File: src/rtl/uart_pkg.sv
// Shared UART types and constants for the TX path (and the matching receiver).
package uart_pkg;

    localparam int   UART_DATA_W   = 8;
    localparam logic UART_IDLE_LVL = 1'b1;

    typedef enum logic [2:0] {
        IDLE,
        FETCH,
        START,
        DATA,
        PARITY,
        STOP
    } tx_state_t;

endpackage

File: src/rtl/uart_baud_gen.sv
// Bit-period timer: tick is high on the last cycle of each CLKS_PER_BIT-cycle period.
module uart_baud_gen #(
    parameter int CLKS_PER_BIT = 434
) (
    input  logic clk,
    input  logic rst,
    input  logic clear,
    output logic tick
);

    localparam int            CW   = $clog2(CLKS_PER_BIT);
    localparam logic [CW-1:0] LAST = CW'(CLKS_PER_BIT - 1);

    logic [CW-1:0] cnt_q, cnt_d;

    always_comb begin
        tick  = (cnt_q == LAST);
        cnt_d = cnt_q + 1'b1;
        if (clear || tick) begin
            cnt_d = '0;
        end
    end

    always_ff @(posedge clk or posedge rst) begin
        if (rst) begin
            cnt_q <= '0;
        end else begin
            cnt_q <= cnt_d;
        end
    end

endmodule

File: src/rtl/uart_tx_fifo_reader.sv
// 8N1 UART transmitter popping bytes from the TX FIFO (registered dout, falling-edge FIFO).
// Define UART_TX_PARITY_EN to insert an even-parity bit after the data bits.
module uart_tx_fifo_reader
    import uart_pkg::*;
#(
    parameter int CLKS_PER_BIT = 434,
    parameter int STOP_BITS    = 1
) (
    input  logic                   clk,
    input  logic                   rst,
    input  logic                   en,
    input  logic                   fifo_empty,
    input  logic [UART_DATA_W-1:0] fifo_dout,
    output logic                   fifo_rd,
    output logic                   tx,
    output logic                   busy,
    output logic                   tx_done
);

    localparam logic [2:0] LAST_BIT  = 3'(UART_DATA_W - 1);
    localparam logic [2:0] STOP_LAST = 3'(STOP_BITS - 1);

    tx_state_t              state_q, state_d;
    logic [UART_DATA_W-1:0] shift_q, shift_d;
    logic [2:0]             bit_idx_q, bit_idx_d;
    logic                   tx_q, tx_d;
    logic                   fifo_rd_q, fifo_rd_d;
    logic                   busy_q, busy_d;
    logic                   tx_done_q, tx_done_d;
`ifdef UART_TX_PARITY_EN
    logic                   parity_q, parity_d;
`endif

    logic baud_clear;
    logic baud_tick;

    // Timer is held at zero until the first bit starts so START lasts a full period.
    assign baud_clear = (state_q == IDLE) || (state_q == FETCH);

    uart_baud_gen #(
        .CLKS_PER_BIT(CLKS_PER_BIT)
    ) u_baud (
        .clk  (clk),
        .rst  (rst),
        .clear(baud_clear),
        .tick (baud_tick)
    );

    always_comb begin
        state_d   = state_q;
        shift_d   = shift_q;
        bit_idx_d = bit_idx_q;
        tx_d      = tx_q;
        fifo_rd_d = 1'b0;
        busy_d    = busy_q;
        tx_done_d = 1'b0;
`ifdef UART_TX_PARITY_EN
        parity_d  = parity_q;
`endif
        case (state_q)
            IDLE: begin
                tx_d = UART_IDLE_LVL;
                if (en && !fifo_empty) begin
                    fifo_rd_d = 1'b1;
                    busy_d    = 1'b1;
                    state_d   = FETCH;
                end
            end
            FETCH: begin
                shift_d = fifo_dout;
`ifdef UART_TX_PARITY_EN
                parity_d = ^fifo_dout;
`endif
                tx_d    = 1'b0;
                state_d = START;
            end
            START: begin
                if (baud_tick) begin
                    tx_d      = shift_q[0];
                    shift_d   = shift_q >> 1;
                    bit_idx_d = '0;
                    state_d   = DATA;
                end
            end
            DATA: begin
                if (baud_tick) begin
                    if (bit_idx_q == LAST_BIT) begin
`ifdef UART_TX_PARITY_EN
                        tx_d    = parity_q;
                        state_d = PARITY;
`else
                        tx_d      = UART_IDLE_LVL;
                        bit_idx_d = '0;
                        state_d   = STOP;
`endif
                    end else begin
                        tx_d      = shift_q[0];
                        shift_d   = shift_q >> 1;
                        bit_idx_d = bit_idx_q + 3'd1;
                    end
                end
            end
`ifdef UART_TX_PARITY_EN
            PARITY: begin
                if (baud_tick) begin
                    tx_d      = UART_IDLE_LVL;
                    bit_idx_d = '0;
                    state_d   = STOP;
                end
            end
`endif
            STOP: begin
                // bit_idx is reused to count stop bits
                if (baud_tick) begin
                    if (bit_idx_q == STOP_LAST) begin
                        tx_done_d = 1'b1;
                        busy_d    = 1'b0;
                        bit_idx_d = '0;
                        state_d   = IDLE;
                    end else begin
                        bit_idx_d = bit_idx_q + 3'd1;
                    end
                end
            end
            default: begin
                tx_d    = UART_IDLE_LVL;
                busy_d  = 1'b0;
                state_d = IDLE;
            end
        endcase
    end

    always_ff @(posedge clk or posedge rst) begin
        if (rst) begin
            state_q   <= IDLE;
            shift_q   <= '0;
            bit_idx_q <= '0;
            tx_q      <= UART_IDLE_LVL;
            fifo_rd_q <= 1'b0;
            busy_q    <= 1'b0;
            tx_done_q <= 1'b0;
`ifdef UART_TX_PARITY_EN
            parity_q  <= 1'b0;
`endif
        end else begin
            state_q   <= state_d;
            shift_q   <= shift_d;
            bit_idx_q <= bit_idx_d;
            tx_q      <= tx_d;
            fifo_rd_q <= fifo_rd_d;
            busy_q    <= busy_d;
            tx_done_q <= tx_done_d;
`ifdef UART_TX_PARITY_EN
            parity_q  <= parity_d;
`endif
        end
    end

    assign fifo_rd = fifo_rd_q;
    assign tx      = tx_q;
    assign busy    = busy_q;
    assign tx_done = tx_done_q;

endmodule

File: config.mk
export PLATFORM = sky130hd
export DESIGN_NAME = uart_tx_fifo_reader
export DESIGN_NICKNAME = d
export VERILOG_FILES = /design/src/rtl/uart_pkg.sv /design/src/rtl/uart_baud_gen.sv /design/src/rtl/uart_tx_fifo_reader.sv
export SDC_FILE = /design/constraint.sdc
export NUM_CORES = 1
export LEC_CHECK = 0
export BUFFER_PORTS_ARGS = -buffer_cell sky130_fd_sc_hd__clkbuf_2
export CAP_MARGIN = 25
export CORE_MARGIN = 1.5
export CORE_UTILIZATION = 35
export CTS_CLUSTER_DIAMETER = 40
export DETAILED_ROUTE_END_ITERATION = 8
export GPL_TIMING_DRIVEN = 1
export MAX_ROUTING_LAYER = met4
export PLACE_DENSITY = 0.54
export SLEW_MARGIN = 40
export SYNTH_ARGS = -nofsm -noshare
export SYNTH_HDL_FRONTEND = slang
export SYNTH_SLANG_ARGS = --single-unit
File: constraint.sdc
create_clock -name clk -period 1.8 [get_ports clk]
set_input_delay 0.36 -clock clk [delete_from_list [all_inputs] [get_ports clk]]
set_output_delay 0.36 -clock clk [all_outputs]
set_load 0.01 [all_outputs]
==> results of run 1 <==
final cells by class:
cell class,instances,share of cell area (%)
inverter,7,1.55
timing repair buffer,28,10.2
sequential,27,40.0
multi-input combinational,102,41.9
tap,50,3.70
clock buffer,4,2.66
per-stage QoR:
stage | hold slack, ps | instances | util, % | worst slack [ps] | cell area, sq um
2_1_floorplan | 412 | 141 | - | 12.2 | 1440
3_3_place_gp | 416 | 213 | 41.1 | 85.6 | 1630
3_5_place_dp | 421 | 213 | 41.1 | 48.0 | 1630
4_1_cts | 116 | 217 | 42.2 | 27.5 | 1680
5_1_grt | 157 | 218 | 42.6 | -1.13 | 1690
6_report | 111 | 218 | 42.6 | 67.7 | 1690
sequential cells by signal, summed over array words and instances (netlist names):
signal,flops
tx_done,1
shift_q,8
u_baud.cnt_q,9
tx,1
bit_idx_q,3
busy,1
state_q,3
fifo_rd,1
placed cells by master (no fill, tap or decap), drive strengths merged:
cell type / Yosys / layout
dfstp: 1 / 1
clkbuf: 2 / 19
a41oi: 1 / 1
a21oi: 5 / 5
mux2i: 1 / 1
o2111ai: 1 / 1
o21ai: 6 / 6
xnor2: 5 / 5
dfrtp: 26 / 26
nor4bb: 1 / 1
inv: 7 / 7
xor2: 2 / 2
mux2: 8 / 8
a31o: 1 / 1
nor3: 3 / 3
nand2b: 3 / 3
nand2: 23 / 23
and4: 1 / 1
a21o: 2 / 2
and2: 1 / 1
a22oi: 2 / 2
nor2b: 4 / 4
ha: 5 / 5
nor2: 13 / 13
a32o: 1 / 1
and3: 2 / 2
o22ai: 2 / 2
o21a: 1 / 1
nand4: 3 / 3
nand3: 4 / 4
buf: 3 / 13
nor4b: 1 / 1
what timing repair did:
| item | in CTS | in global routing |
|---|---|---|
| setup buffers | 0 | 1 |
| setup endpoints to repair | 0 | 10 |
| resized for setup | 0 | 1 |
| hold buffers | 0 | 0 |
where the power goes:
| part | internal [mW] | total, mW | switching, mW |
|---|---|---|---|
| registers | 0.615 | 0.621 | 0.00548 |
| clock network | 0.159 | 0.341 | 0.182 |
| logic | 0.0246 | 0.0462 | 0.0216 |
final timing paths:
kind | startpoint | endpoint | slack [ps] | depth (start not counted)
max | u_baud.cnt_q[0] | shift_q[4] | 70 | 5
min | rst | state_q[0] | 110 | 3
max reg2reg | u_baud.cnt_q[0] | shift_q[4] | 70 | 5
min reg2reg | shift_q[7] | shift_q[7] | 510 | 1
max in group asynchronous | rst | tx | 1380 | 3
min in group clk | fifo_dout[7] | shift_q[7] | 350 | 2
routing by layer:
metal	track usage (%)	wire length, um	part of all wire (%)	up-vias
li1	-	-	-	537
met1	18.9	1380	48	511
met2	24.3	1340	47	12
met3	4.05	89	3.1	5
met4	5.61	37	1.3	0
met5	-	0	0	-
worst max-delay path: stages (launching register included):
cell and delay (ps):
dfrtp_1 380, ha_1 190, nor2b_1 130, and4_1 230, a22oi_4 340, mux2_4 340
cell families (layout without fill, tap and decap cells):
kind of cell               Yosys count  after routing  synth area share (%)
and+or+nand+nor                     59             59                  20.1
DFF                                 27             27                  47.1
AOI/OAI and AO/OA                   22             22                  11.1
buffers and inverters               12             39                  4.26
muxes                                9              9                  8.79
xor gates and xnor gates             7              7                  4.26
adders and majority gates            5              5                  4.35
==> flow_summary_export.csv, run 1 <==
group,metric,value,unit
run_status,status,"finished, final reports clean",
clocking,h-tree-depth,1,
route,antenna_left,0,
global_route,grt_pass1_vias,1080,
synth,syn_nets,158,
global_route,grt_pass1_wl,5.04,mm
power_and_ir_drop,power_leakage,0.816,nW
sta,hold_viol_final,0,
placed_design,gp_congestion,0.786,
finish,layout.nets,186,
sta,fin_crit_sh,96.2,%
synth,ys_ff_latch,27,
clocking,cts_max_path_buffers,2,
worst_setup_path,worst_setup_path_end_kind,"flip-flop",
placed_design,numPortBuffers,15,
die,core-area,0.00397,sq mm
synth,ys_async_sr_fraction,100,%
sta,fmax,577,MHz
sta,finalSetupViolCount,0,
route,drt_iter0_drc,91,
synth,synth_most_common_cell,"dfrtp_1",
sta,clock_skew,4.54,ps
synth,synth_edf_count,0,
sta,relSlewSlack,73.1,%
worst_setup_path,arrival,1890,ps
die,row_count,23,
synth,netlist_instances,141,
synth,synth_top_area_share,45.3,%
global_route,gr-total-overflow,0,
synth,yosysWarnings,0,
synth,netlist_area,0.00144,sq mm
clocking,clk_latency,270,ps
global_route,grt_antenna_before_repair,0,
route,viasPerCell,4.89,
die,start_util,36.2,%
worst_setup_path,start_kind,"flip-flop",
clocking,cts_tree,"yes",
placed_design,hpwl,2.04,mm
route,vias,1065,
finish,area_growth,17.7,%
synth,synth-seq-area-share,47.1,%
clocking,numCtsBuffers,3,
finish,drive_gt1_share,28.0,%
die,die_area,0.00450,sq mm
synth,synth_cell_types,40,
die,die_w,67.1,um
min_path,hp-class,"in2async",
synth,synth_top_cell_by_area,"dfrtp_1",
synth,synth.top_cells.by_count,"dfrtp_1, nand2_1, nor2_1, inv_1, mux2_4",
run,cap_viol_max_count,0,
global_route,grt_max_degree,28,
worst_setup_path,critPathRequiredTime,1960,ps
route,firstDrtPassIters,3,
route,drc,0,
finish,diodes,0,
die,num_io_pins,16,
power_and_ir_drop,vdd_drop_max,0.000254,V
sta,drv_slew,0,
power_and_ir_drop,p_total,1.01,mW
synth,synth_area_leaders,"dfrtp_1, mux2_4, nand2_1",
finish,multi_input_area,708,sq um
finish,nFillCells,390,
clocking,clk_pin_slew_worst_paths,90,ps
power_and_ir_drop,power_density,596,mW/mm^2
finish,register_area,677,sq um
sta,worst_pin_slew,403,ps
route,drt-wirelength-per-cell,13.1,um
sta,fin_crit,1730,ps
clocking,cts_root_buf,"clkbuf_8",
synth,synth_flop_cell,"dfrtp_1",
sta,fin_setup_tns,0,ps
worst_setup_path,critical_path_class,"reg2reg",
clocking,clkSinkCount,27,
global_route,track_usage,15.4,%
synth,syn_avg_cell_area,10.2,sq um
die,die_h,67.1,um
worst_setup_path,critPathMaxFanout,8,
route,wl,2.85,mm
Power figures use the tool's default switching activity.
==> run 2, diff against run 1 <==
--- a/config.mk
+++ b/config.mk
@@ -5,6 +5,7 @@
 export SDC_FILE = /design/constraint.sdc
 export NUM_CORES = 1
 export LEC_CHECK = 0
+export ABC_AREA = 1
 export BUFFER_PORTS_ARGS = -buffer_cell sky130_fd_sc_hd__clkbuf_2
 export CAP_MARGIN = 25
 export CORE_MARGIN = 1.5
==> flow_summary_export.csv, run 2 <==
group,metric,value,unit
finish,layout_common_cells,"nand2_1, dfrtp_1, inv_1",
die,die_area,0.00468,sq mm
die,core-area,0.00406,sq mm
placed_design,pre_cts_ws,343,ps
finish,area_growth,12.6,%
global_route,grt_antenna_before_repair,0,
power_and_ir_drop,p_total,2.28,mW
worst_setup_path,arrival,1630,ps
clocking,numCtsBuffers,3,
power_and_ir_drop,power_leakage,0.922,nW
synth,ys_async_sr_fraction,100,%
finish,reg.largest.list,"u_baud.cnt_q (9), shift_q (8)",
sta,finalSetupViolCount,0,
synth,yosysWarnings,0,
worst_setup_path,r2r_start,"bit_idx_q[0]",
clocking,clk_pin_slew_worst_paths,90,ps
placed_design,place_area,0.00164,sq mm
worst_setup_path,cpMostUsedCell,"nand2_1",
synth,synth_area_leaders,"dfrtp_1, nand2_1, nand3_1",
synth,synth_edf_count,0,
clocking,cts_root_buf,"clkbuf_8",
synth,netlist_instances,198,
sta,relSlewSlack,64.3,%
sta,drv_slew,0,
clocking,postCtsHoldBufs,0,
sta,hold_viol_final,0,
clocking,cts_max_path_buffers,2,
worst_setup_path,start_kind,"flip-flop",
finish,final_common_cell,"nand2_1",
sta,rsz0062_at_grt,"false",
finish,layout.nets,235,
finish,register_area,677,sq um
sta,fin_crit_sh,81.1,%
sta,fin_setup_tns,0,ps
clocking,h-tree-depth,1,
sta,timing.hold.ws,86.6,ps
synth,synth-seq-area-share,45.2,%
synth,netlist_area,0.00150,sq mm
die,start_util,36.9,%
route,antenna_left,0,
min_path,hp-class,"in2async",
global_route,grt_pass1_vias,1145,
worst_setup_path,critPathRequiredTime,1970,ps
worst_setup_path,crit_path_max_incr_delay,380,ps
synth,synth.top_cells.by_count,"nand2_1, dfrtp_1, inv_1, nand3_1, nor2_1",
finish,diodes,0,
die,row_count,23,
worst_setup_path,worst_setup_path_end_kind,"flip-flop",
synth,syn_nets,215,
global_route,grt_max_degree,16,
die,num_io_pins,16,
worst_setup_path,r2r_end,"state_q[2]",
worst_setup_path,endpoint,"state_q[2]",
placed_design,gp_congestion,0.880,
clocking,cts.repair.resized,0,
clocking,post_cts_buffers,0,
worst_setup_path,worstPathCellList,"ha_1, ha_1, inv_1, nand2_2, nand2_1, nor2_1, nand2_2, nand2_1, nand2_1",
run_status,status,"finished, final reports clean",
finish,largest-register,"u_baud.cnt_q",
route,drt_iter0_drc,48,
route,viasPerCell,4.61,
synth,synth_most_common_cell,"nand2_1",
finish,drive_gt1_share,16.1,%
global_route,gr-total-overflow,0,
die,die_w,68.4,um
route,wl,2.82,mm
finish,nFillCells,423,
die,die_h,68.4,um
synth,synth_flop_cell,"dfrtp_1",
placed_design,hpwl,2.16,mm
worst_setup_path,worstSetupStartpoint,"bit_idx_q[0]",
synth,synth_cell_types,23,
sta,clock_skew,3.90,ps
placed_design,numPortBuffers,15,
sta,fin_crit,1460,ps
worst_setup_path,critical_path_class,"reg2reg",
route,firstDrtPassIters,4,
sta,fin_ws,339,ps
finish,largest_reg_flops,9,
sta,worst_pin_slew,534,ps
clocking,clkSinkCount,27,
global_route,track_usage,14.8,%
synth,ys_ff_latch,27,
synth,synth_top_cell_by_area,"dfrtp_1",
run,cap_viol_max_count,0,
clocking,clk_latency,270,ps
finish,fin_area,0.00169,sq mm
route,vias,1232,
worst_setup_path,r2r_setup_slack,340,ps
synth,syn_avg_cell_area,7.56,sq um
worst_setup_path,critPathMaxFanout,4,
power_and_ir_drop,vdd_drop_max,0.000560,V
worst_setup_path,rr_worst_depth,9,
clocking,cts_tree,"yes",
worst_setup_path,cpMaxStageDelayCell,"dfrtp_1",
finish,multi_input_area,714,sq um
global_route,grt_pass1_wl,5.06,mm
sta,fmax,685,MHz
power_and_ir_drop,power_density,1350,mW/mm^2
route,drt-wirelength-per-cell,10.6,um
synth,synth_top_area_share,43.5,%
route,drc,0,
## run 2: cell types whose count changed after synthesis, moves of 4 or more
| cell | change |
|---|---|
| nand2_1 | +54 |
| nand3_1 | +14 |
| inv_1 | +13 |
| mux2_4 | -7 |
| nor2_1 | +5 |
| xnor2_1 | -4 |
## run 2: logic make-up (layout without fill, tap and decap cells)
| family | after synthesis | in the layout | share of synthesized area [%] |
|---|---|---|---|
| flip-flops | 27 | 27 | 45.2 |
| buffers and inverters | 24 | 43 | 7.02 |
| AND/OR/NAND/NOR | 130 | 130 | 39.0 |
| adder cells (fa/ha/maj) | 5 | 5 | 4.18 |
| AO/OA/AOI/OAI | 11 | 11 | 3.93 |
| XOR/XNOR | 1 | 1 | 0.585 |
## run 2: area by class of cell
class	count	share of cell area, %
clock buffer	3	2.45
clock inverter	1	0.297
inverter	22	4.90
multi-input combinational	147	42.4
sequential	27	40.2
tap	50	3.71
timing repair buffer	17	6.09
## run 2: worst max-delay path: cells and delay by family, from the launching register on
kind,cells,cell delay [ps]
DFF,1,380
buffers and inverters,1,50
and+or+nand+nor,6,620
adders and majority gates,2,320
## run 2: worst min-delay path by stage
stage	startpoint	slack (ps)	cells past startpoint	endpoint
2_1_floorplan	rst	410	1	bit_idx_q[0]
3_3_place_gp	rst	420	2	shift_q[5]
3_5_place_dp	rst	420	2	shift_q[5]
4_1_cts	rst	110	2	shift_q[5]
5_1_grt	rst	130	2	shift_q[6]
6_report	rst	90	2	shift_q[5]
## run 2: where the power goes
| group | switching [mW] | internal (mW) |
|---|---|---|
| logic | 0.664 | 0.354 |
| clock network | 0.193 | 0.155 |
| registers | 0.133 | 0.781 |
## run 2: per-layer routing
layer / track usage (%) / part of all wire, % / vias up
met5: - / 0 / -
met4: 6.00 / 1.5 / 0
met3: 1.97 / 3.6 / 4
met2: 22.4 / 45 / 25
met1: 20.0 / 50 / 547
li1: - / - / 656
## run 2: through the flow
stage	instances	utilization, %
after global routing	267	41.5
after detailed placement	263	40.4
after floorplan	198	-
after global placement	263	40.4
final	267	41.5
after CTS	267	41.5
